**src/rtl/parity_scheduler.sv**
```systemverilog
// parity_scheduler
// Shares one 4-input XOR parity stage among four requesters. A round-robin
// arbiter picks a requester, its W-bit word is shifted through the XOR stage
// one nibble per cycle, and the accumulated parity is offered on a
// valid/ready result port.
//
// Ports:
//   clk        rising-edge clock
//   rst_n      synchronous active-low reset
//   req[3:0]   per-requester request, bit i = requester i
//   data       requester i's word on data[i*W +: W]
//   gnt[3:0]   one-hot, one-cycle acceptance pulse
//   busy       high while a job is running or its result is pending
//   res_valid  parity result available
//   res_ready  consumer accepts the result
//   res_id     requester index owning the result
//   res_parity XOR of all W bits of the granted word
module parity_scheduler #(
  parameter int W = 16
) (
  input  logic           clk,
  input  logic           rst_n,
  input  logic [3:0]     req,
  input  logic [4*W-1:0] data,
  output logic [3:0]     gnt,
  output logic           busy,
  output logic           res_valid,
  input  logic           res_ready,
  output logic [1:0]     res_id,
  output logic           res_parity
);

  localparam int NIB = W / 4;
  localparam int CW  = $clog2(NIB + 1);

  typedef enum logic [1:0] {
    IDLE,
    RUN,
    DONE
  } state_t;

  state_t          state_q, state_d;
  logic [1:0]      ptr_q, ptr_d;
  logic [W-1:0]    sr_q, sr_d;
  logic            acc_q, acc_d;
  logic [CW-1:0]   cnt_q, cnt_d;
  logic [1:0]      res_id_q, res_id_d;
  logic            res_parity_q, res_parity_d;
  logic            res_valid_q, res_valid_d;
  logic [3:0]      gnt_q, gnt_d;

  logic            win_found;
  logic [1:0]      win_idx;
  logic [1:0]      cand;

  logic            x_ab;
  logic            x_abc;
  logic            nib_par;

  // The shared XOR cascade: a^b, then ^c, then ^d on the low nibble.
  assign x_ab    = sr_q[0] ^ sr_q[1];
  assign x_abc   = x_ab ^ sr_q[2];
  assign nib_par = x_abc ^ sr_q[3];

  // Round-robin search starting just after the last winner. The candidate
  // offset wraps through the 2-bit add, so offset 4 lands back on ptr itself
  // and the previous winner gets the lowest priority.
  always_comb begin
    win_found = 1'b0;
    win_idx   = ptr_q;
    cand      = ptr_q;
    for (int i = 1; i <= 4; i++) begin
      cand = ptr_q + 2'(i);
      if (!win_found && req[cand]) begin
        win_found = 1'b1;
        win_idx   = cand;
      end
    end
  end

  // Next-state logic: capture in IDLE, one nibble per cycle in RUN, hold the
  // result in DONE until the consumer takes it.
  always_comb begin
    state_d      = state_q;
    ptr_d        = ptr_q;
    sr_d         = sr_q;
    acc_d        = acc_q;
    cnt_d        = cnt_q;
    res_id_d     = res_id_q;
    res_parity_d = res_parity_q;
    res_valid_d  = res_valid_q;
    gnt_d        = 4'b0000;

    case (state_q)
      IDLE: begin
        if (win_found) begin
          sr_d     = data[int'(win_idx) * W +: W];
          acc_d    = 1'b0;
          cnt_d    = '0;
          ptr_d    = win_idx;
          res_id_d = win_idx;
          gnt_d    = 4'b0001 << win_idx;
          state_d  = RUN;
        end
      end
      RUN: begin
        acc_d = acc_q ^ nib_par;
        sr_d  = sr_q >> 4;
        cnt_d = cnt_q + CW'(1);
        // Last nibble: publish the parity including this nibble directly,
        // since acc_q does not yet contain it.
        if (cnt_q == CW'(NIB - 1)) begin
          res_parity_d = acc_q ^ nib_par;
          res_valid_d  = 1'b1;
          state_d      = DONE;
        end
      end
      DONE: begin
        if (res_ready) begin
          res_valid_d = 1'b0;
          state_d     = IDLE;
        end
      end
      default: begin
        state_d = IDLE;
      end
    endcase
  end

  // State registers with synchronous active-low reset; ptr resets to 3 so
  // requester 0 is first in line after reset.
  always_ff @(posedge clk) begin
    if (!rst_n) begin
      state_q      <= IDLE;
      ptr_q        <= 2'd3;
      sr_q         <= '0;
      acc_q        <= 1'b0;
      cnt_q        <= '0;
      res_id_q     <= 2'd0;
      res_parity_q <= 1'b0;
      res_valid_q  <= 1'b0;
      gnt_q        <= 4'b0000;
    end else begin
      state_q      <= state_d;
      ptr_q        <= ptr_d;
      sr_q         <= sr_d;
      acc_q        <= acc_d;
      cnt_q        <= cnt_d;
      res_id_q     <= res_id_d;
      res_parity_q <= res_parity_d;
      res_valid_q  <= res_valid_d;
      gnt_q        <= gnt_d;
    end
  end

  assign gnt        = gnt_q;
  assign busy       = (state_q != IDLE);
  assign res_valid  = res_valid_q;
  assign res_id     = res_id_q;
  assign res_parity = res_parity_q;

endmodule

```
**config.mk**
```make
export PLATFORM = sky130hd
export DESIGN_NAME = parity_scheduler
export DESIGN_NICKNAME = d
export VERILOG_FILES = /design/src/rtl/parity_scheduler.sv
export SDC_FILE = /design/constraint.sdc
export NUM_CORES = 1
export LEC_CHECK = 0
export CAP_MARGIN = 20
export CORE_MARGIN = 2
export CORE_UTILIZATION = 35
export CTS_CLUSTER_DIAMETER = 120
export DETAILED_ROUTE_END_ITERATION = 10
export PLACE_DENSITY = 0.71
export SLEW_MARGIN = 40
export SYNTH_ARGS = -nofsm -noshare
export SYNTH_HDL_FRONTEND = slang
export SYNTH_SLANG_ARGS = --single-unit
export TNS_END_PERCENT = 10
```
**constraint.sdc**
```tcl
create_clock -name clk -period 1.7 [get_ports clk]
set_input_delay 0.51 -clock clk [delete_from_list [all_inputs] [get_ports clk]]
set_output_delay 0.51 -clock clk [all_outputs]
set_load 0.02 [all_outputs]
```
# Yosys cells after proc, flatten, opt, wreduce, memory -nomap -nowiden
# Cells that the tools add are included.
dict set report totals {
  regBits 32
  input_bits 71
  out_inout_bits 9
  word_cells 74
}
dict set report classes {
  n_addsub 4
  n_lt_le_gt_ge 4
  n_eq_ne 6
  n_shift 2
  muxes 29
  n_bitwise 4
  n_reduce_logical 16
}
# cell n
set op_table {}
lappend op_table {{indexed part select 64 x 7 -> 16 bit} 1}
lappend op_table {{case mux 16 bit (2 select lines)} 1}
lappend op_table {{2-to-1 mux 16 bit} 1}
lappend op_table {{2-to-1 mux 2 bit} 7}
lappend op_table {{< comparator 2 x 3 -> 1 bit (second input constant)} 4}
lappend op_table {{2-to-1 mux 1 bit} 11}
lappend op_table {{AND reduction 3 bit} 3}
lappend op_table {{binary-select mux 1 bit (select 2 bit)} 4}
lappend op_table {{!= test 2 bit (second input constant)} 3}
lappend op_table {{case mux 2 bit (3 select lines)} 1}
lappend op_table {{case mux 3 bit (2 select lines)} 1}
lappend op_table {{AND reduction 2 bit} 3}
lappend op_table {{nonzero test 2 bit} 3}
lappend op_table {{adder 2 bit (second input constant)} 2}
lappend op_table {{case mux 1 bit (2 select lines)} 2}
lappend op_table {{<< shifter 1 x 2 -> 4 bit (first input constant)} 1}
lappend op_table {{XOR 1 bit} 4}
lappend op_table {{adder 3 x 1 -> 3 bit (second input constant)} 1}
lappend op_table {{== test 3 x 2 -> 1 bit (second input constant)} 1}
lappend op_table {{logical AND 1 bit} 3}
lappend op_table {{logical NOT 1 bit} 3}
lappend op_table {{2-to-1 mux 3 bit} 1}
lappend op_table {{adder 2 x 1 -> 2 bit (second input constant)} 1}
lappend op_table {{== test 2 x 1 -> 1 bit (second input constant)} 1}
lappend op_table {{other kinds (2)} 2}

# Longest topological paths before layout
# Gate-level depths: netlist (run 1).
dict set report depth {
  ltp_word 16
  depth_mapped 7
  ltp_nobuf 6
}

# Worst setup path after synthesis (run 1)
# Ideal clock, no wire load.
dict set report synth_path {
  path_kind {input to register}
  from {input req[3]}
  to {register sr_q[7]}
  setup_ns 0.136
  t_arrival_ns 1.717
  required_time_ns 1.564
  setup_slack_ns -0.153
  path_stages 7
  path_buffers 2
  path_cell_list {nor2b_1 -> o21a_1 -> or3_1 -> buf_6 -> buf_6 -> a211oi_2 -> o32ai_1}
}
dict set report synth_via {
  elab_chain_cells 15
  word_cells_on_any_way 27
  classes_between {eq/ne: 1; shift: 1; mux: 18; reduce/logical: 7}
}
# item line_no
set synth_lines {}
lappend synth_lines {{from (decl)} 23} ;# input logic [3:0] req,
lappend synth_lines {{binary-select mux 1 bit (select 2 bit)} 74} ;# if (!win_found && req[cand]) begin
lappend synth_lines {{2-to-1 mux 1 bit (not written as such)} 74}
lappend synth_lines {{2-to-1 mux 1 bit} 74}
lappend synth_lines {{logical NOT 1 bit} 74}
lappend synth_lines {{logical AND 1 bit} 74}
lappend synth_lines {{2-to-1 mux 1 bit} 74}
lappend synth_lines {{logical NOT 1 bit} 74}
lappend synth_lines {{logical AND 1 bit} 74}
lappend synth_lines {{2-to-1 mux 1 bit} 74}
lappend synth_lines {{logical NOT 1 bit} 74}
lappend synth_lines {{logical AND 1 bit} 74}
lappend synth_lines {{2-to-1 mux 2 bit} 74}
lappend synth_lines {{indexed part select 64 x 7 -> 16 bit} 97} ;# sr_d = data[int'(win_idx) * W +: W];
lappend synth_lines {{2-to-1 mux 16 bit} 96} ;# if (win_found) begin
lappend synth_lines {{case mux 16 bit (2 select lines)} 94} ;# case (state_q)
lappend synth_lines {{to (signal assigned)} 146} ;# sr_q <= sr_d;
lappend synth_lines {{to (decl)} 44} ;# logic [W-1:0] sr_q, sr_d;
# Several ways; a longest one is shown, not always the timed one. The select of a mux whose other input is x is not followed.
# A chain may end at the register's enable or synchronous reset.

# Final worst setup path (run 1)
dict set report layout_path {
  from {input req[1]}
  to {register sr_q[10]}
}
# The elaborated chain is that of the path after synthesis.

==> impl_metrics.ini, run 1 <==
[run_status]
status = finished, violations left
violations = setup timing

[synth]
netlist.area_leader.share = 0.339
yosysUniqueCellTypes = 35
synthTopCellsByArea = dfxtp_1, and3_1, a211oi_1
synth_xor_area_frac = 0.0186
ys_seq_area_frac = 0.339
yosys_warnings = 0
syn-mean-instance-area_um2 = 8.54
synth_mux_area_frac = 0.00530
synthesis.area_um2 = 1890
syn_nets = 294
synth-adder-area-share = 0.0133
synthSimpleGateAreaFrac = 0.217
synth_area_leader_cell = dfxtp_1
synthCells = 221
synth_seq_cells = 32
synth_top_family_by_area = compound AO/OA/AOI/OAI gates
synth_compound_area_frac = 0.347

[floorplan]
start_util = 0.365
die_h_um = 77.4
die_area_um2 = 6000
rows = 26
pin_count = 80
die_w_um = 77.4
core_um2 = 5170

[worst_setup_path]
reg2regPathDepth = 7
path_class = in2reg
cp.depth = 8
worstPathMaxFanout = 5
cp-start-kind = input pin
cp_num_buf_inv = 3
reg2reg_from = ptr_q[0]
crit_slowest_cell = or3_4
cp_top_family = simple AND/OR/NAND/NOR gates
timing.critical_path.to = sr_q[10]
cp_cell_sequence = buf_8 > nor2b_4 > o21a_1 > or3_4 > buf_12 > buf_4 > a211oi_2 > o32ai_1
rrSetupSlack_ns = -0.03
r2r-end = sr_q[10]
cpPeakStageDelay_ns = 0.47
cp_data_required_time_ns = 1.87
worstPathArrival_ns = 1.93
end_kind = register
startpoint = req[1]

[power]
peakVddDrop_mv = 0.324
power_mw = 2.59
p_per_area_nw_per_um2 = 745
leakage_nw = 1.38

[global_route]
grt_max_degree = 31
antenna_found_initial = 0
grt_use_met1 = 0.284
first_global_vias = 2035
met2_usage = 0.339
grt_pass1_wl_um = 10200
grt_usage = 0.214
grt_busiest_layer = met2
grtUsageMet3 = 0.0593
gr-total-overflow = 0

[cells_and_area]
fillers = 399
mostFrequentLayoutCells = clkdlybuf4s50_1, and3_1, dfxtp_1, buf_4, a211oi_2
final_cells = 403
nets = 405
area_growth_pct = 84.2
diodes = 0
drive_above_1_share = 0.297
mostFrequentLayoutCell = clkdlybuf4s50_1

[sta]
fin_worst_skew_ns = 0.00988
fin_crit_sh = 1.03
fmax_mhz = 570
grt_setup_unrepaired = yes
worst-slew-pin-transition_ns = 0.273
min_period_ns = 1.75
drv_slew = 0
hold_viol = 0
fin_ws_ns = -0.0545
setup_viol = 7
slew_headroom = 0.817

[clock_network]
cts-htree-levels = 2
clk_latency_ns = 0.29
cts.clk_slew.worst_paths_ns = 0.07
cts_tree = done
cts_buffer_depth = 2
clock_tree.root_cell = clkbuf_8
holdBufCountCts = 0
clock-sinks = 32
numCtsBuffers = 5

[run]
maxCapViolCount = 0

[drt]
num_vias = 2235
first_pass_iters = 4
totalWireLength_um = 7290
ant_nets = 0
wl_per_cell_um = 18.1
viasPerCell = 5.55
drtIter0Drc = 212
drc = 0

[placed_design]
place_congestion = 0.870
dp_hpwl_um = 4600
dp_cells = 379
port_buffers = 79

[min_path]
worstHoldStart = res_parity
hp-class = reg2reg
[kinds of logic (layout without fill, tap and decap cells)]
| kind of cell | Yosys count | after routing |
|---|---|---|
| DFF | 32 | 32 |
| xor gates and xnor gates | 4 | 4 |
| adders and majority gates | 2 | 2 |
| and+or+nand+nor | 72 | 72 |
| AOI/OAI and AO/OA | 86 | 86 |
| buffers and inverters | 24 | 136 |
| muxes | 1 | 1 |
[worst min-delay path, stage by stage, from the launching register on]
cell and delay [ns]:
dfxtp_1 0.31, nand2_1 0.05, a21oi_1 0.05
[repair_timing]
action / 4_1_cts / 5_1_grt
pin swaps: 6 / 14
setup buffers: 0 / 11
endpoints found under the setup margin: 38 / 20
gates resized for setup: 49 / 38
cloned: 2 / 3
[stage by stage]
stage	instance area [um^2]	TNS, ns	hold slack (ns)	setup WS [ns]	util
final	3480	-0.164	0.453	-0.0545	0.672
after global routing	3480	-0.562	0.497	-0.0884	0.672
after CTS	3180	0	0.455	0.0128	0.614
after detailed placement	2970	-15.30	0.448	-0.652	0.574
after global placement	2970	-14.45	0.443	-0.559	0.574
after floorplan	1890	-0.940	0.444	-0.102	-
[cell type report]
cell class	instances	area, um^2	area share
clock inverter	2	15.0	0.00432
tap	70	87.6	0.0252
clock buffer	6	82.6	0.0237
timing repair buffer	124	1280	0.367
multi-input combinational	165	1360	0.390
sequential	32	646	0.186
inverter	4	15.0	0.00432
[synth_stat cells (all sizes together)]
| library cell | n |
|---|---|
| or3 | 1 |
| a21boi | 9 |
| a22oi | 14 |
| nor2 | 13 |
| nand3 | 1 |
| xnor2 | 4 |
| o211ai | 10 |
| o32ai | 12 |
| nor3 | 6 |
| inv | 4 |
| nand2 | 10 |
| and2 | 1 |
| dfxtp | 32 |
| buf | 7 |
| a31oi | 4 |
| and3 | 33 |
| nor4 | 1 |
| or2 | 1 |
| a211oi | 25 |
| o21ai | 4 |
| mux2i | 1 |
| nor2b | 2 |
| clkbuf | 13 |
| ha | 2 |
| nor3b | 1 |
| a21oi | 6 |
| a21o | 1 |
| o21a | 1 |
| nand2b | 2 |
[routing by layer]
layer	share of wire	vias to the layer above
li1	-	1079
met1	0.43	1043
met2	0.48	100
met3	0.072	13
met4	0.018	0
met5	0	-
[where the power goes]
group / internal, mW / total [mW] / switching [mW]
registers: 0.819 / 0.866 / 0.0465
clock network: 0.328 / 0.629 / 0.301
logic: 0.603 / 1.10 / 0.492
total: 1.75 / 2.59 / 0.840
[worst min path at each step]
stage	slack (ns)	to	cells past startpoint
2_1_floorplan	0.44	sr_q[12]	2
3_3_place_gp	0.44	res_parity	2
3_5_place_dp	0.45	res_parity	2
4_1_cts	0.46	res_parity	2
5_1_grt	0.50	sr_q[13]	2
6_report	0.45	res_parity	2
[state kept, by name (all words and copies together) (netlist names)]
register / cells
sr_q: 16
res_parity: 1
res_valid: 1
res_id: 2
gnt: 4
cnt_q: 3
acc_q: 1
state_q: 2
ptr_q: 2
Power figures use the tool's default switching activity.
==> run 2: changes to the inputs <==
--- a/config.mk
+++ b/config.mk
@@ -10,7 +10,7 @@
 export CORE_UTILIZATION = 35
 export CTS_CLUSTER_DIAMETER = 120
 export DETAILED_ROUTE_END_ITERATION = 10
-export PLACE_DENSITY = 0.71
+export PLACE_DENSITY = 0.68
 export SLEW_MARGIN = 40
 export SYNTH_ARGS = -nofsm -noshare
 export SYNTH_HDL_FRONTEND = slang
==> constraint.sdc (replaced) <==
create_clock -name clk -period 1.8 [get_ports clk]
set_input_delay 0.54 -clock clk [delete_from_list [all_inputs] [get_ports clk]]
set_output_delay 0.54 -clock clk [all_outputs]
set_load 0.02 [all_outputs]
==> impl_metrics.ini, run 2 (synthesis gave the netlist of run 1 again) <==
[power]
switchingPower_mw = 0.679
sequentialPowerShare = 0.352
p_clk_frac = 0.289
peakVddDrop_mv = 0.417
leakage_nw = 1.26
power_frac_comb = 0.359
intPower_mw = 1.63
p_per_area_nw_per_um2 = 720
p_sw_frac = 0.294

[drt]
num_vias = 2087
drc = 0
drtIter0Drc = 137
totalWireLength_um = 6250
wl_per_cell_um = 16.0
viasPerCell = 5.34
first_pass_iters = 4
ant_nets = 0

[cells_and_area]
diodes = 0
largest_reg_flops = 16
mostFrequentLayoutCells = clkdlybuf4s50_1, and3_1, dfxtp_1, buf_4, a211oi_2
mostFrequentLayoutCell = clkdlybuf4s50_1
nets = 393
area_growth_pct = 69.9
fillers = 449
drive_above_1_share = 0.224
regMostFlops = sr_q

[floorplan]
die_w_um = 77.4
pin_count = 80
die_h_um = 77.4
core_um2 = 5170
start_util = 0.365
die_area_um2 = 6000
rows = 26

[clock_network]
clk_latency_ns = 0.28
cts_buffer_depth = 2
numCtsBuffers = 5
cts.clk_slew.worst_paths_ns = 0.07
cts_tree = done
cts-htree-levels = 2
clock-sinks = 32
clock_tree.root_cell = clkbuf_8

[worst_setup_path]
crit_slowest_cell = a211oi_1
cp_top_family = compound AO/OA/AOI/OAI gates
end_kind = register
cp_data_required_time_ns = 1.96
cp-start-kind = input pin
crit_top_cell = buf_4
worstPathArrival_ns = 2.01
path_class = in2reg
cp_num_buf_inv = 3
cp_cell_sequence = dlygate4sd2_1 > buf_4 > o211ai_1 > nand2_1 > buf_4 > a211oi_1 > o32ai_1
cpPeakStageDelay_ns = 0.31
worstPathMaxFanout = 15

[sta]
drv_slew = 0
hold_viol = 0
setup_viol = 7
fin_crit_sh = 1.03
worst-slew-pin-transition_ns = 0.336
hold_slack_ns = 0.454
fmax_mhz = 542
slew_headroom = 0.775
min_period_ns = 1.85
fin_ws_ns = -0.0454
fin_worst_skew_ns = 0.00432
grt_setup_unrepaired = yes
setup_tns_ns = -0.216

[run]
maxCapViolCount = 0

[global_route]
antenna_found_initial = 0
first_global_vias = 2021
grt_usage = 0.205
grt_max_degree = 27
grt_pass1_wl_um = 9860
gr-total-overflow = 0

[run_status]
status = finished, violations left
violations = setup timing

[placed_design]
pre_cts_ws_ns = -0.626
port_buffers = 79
place_congestion = 0.886
dp_hpwl_um = 4450

[min_path]
hp-class = reg2reg
==> run 2: worst min-delay path: cells and delay by family (launching register included) <==
| family | cells | cell delay, ns |
|---|---|---|
| simple gates | 1 | 0.05 |
| flops | 1 | 0.31 |
| compound gates | 1 | 0.05 |
==> run 2: per-layer routing <==
| metal | global-route usage | vias to the layer above | share of wire |
|---|---|---|---|
| li1 | - | 1053 | - |
| met1 | 0.265 | 940 | 0.45 |
| met2 | 0.345 | 86 | 0.47 |
| met3 | 0.0314 | 8 | 0.066 |
| met4 | 0.0732 | 0 | 0.020 |
| met5 | 0 | - | 0 |
==> run 2: repair_timing <==
| action | CTS | global route |
|---|---|---|
| setup buffers | 2 | 0 |
| hold buffers | 0 | 0 |
| pin swaps | 4 | 0 |
| resized for setup | 32 | 8 |
| endpoints found under the setup margin | 29 | 13 |
==> run 2: layout make-up <==
class | count | area (um^2) | share of cell area
Multi-Input combinational cell | 165 | 1260 | 0.394
Timing Repair Buffer | 112 | 1090 | 0.340
Sequential cell | 32 | 641 | 0.200
Tap cell | 70 | 87.6 | 0.0273
Clock buffer | 6 | 72.6 | 0.0226
Clock inverter | 2 | 35.0 | 0.0109
Inverter | 4 | 15.0 | 0.00468
==> run 2: per-stage QoR <==
stage          area (um^2)  utilization  power [mW]  cells
6_report              3210        0.620        2.31    391
2_1_floorplan         1890            -        1.22    221
4_1_cts               3170        0.614        2.30    391
3_5_place_dp          2960        0.572        1.57    381
3_3_place_gp          2960        0.572        1.56    381
5_1_grt               3210        0.620        2.42    391
==> run 2: power groups by stage <==
| stage | registers, mW | clock network [mW] | logic (mW) |
|---|---|---|---|
| floorplan | 0.830 | 0 | 0.393 |
| global placement | 0.826 | 0 | 0.735 |
| detailed placement | 0.828 | 0 | 0.743 |
| CTS | 0.813 | 0.681 | 0.810 |
| global route | 0.821 | 0.708 | 0.893 |
| finish | 0.814 | 0.667 | 0.829 |
==> run 2: final timing paths <==
kind                            startpoint    endpoint  slack [ns]  depth (start not counted)
worst max-delay path                req[2]     sr_q[3]       -0.05                          7
worst min-delay path            res_parity  res_parity        0.45                          2
worst min register to register  res_parity  res_parity        0.45                          2
worst max register to register    ptr_q[0]     sr_q[4]        0.12                          6
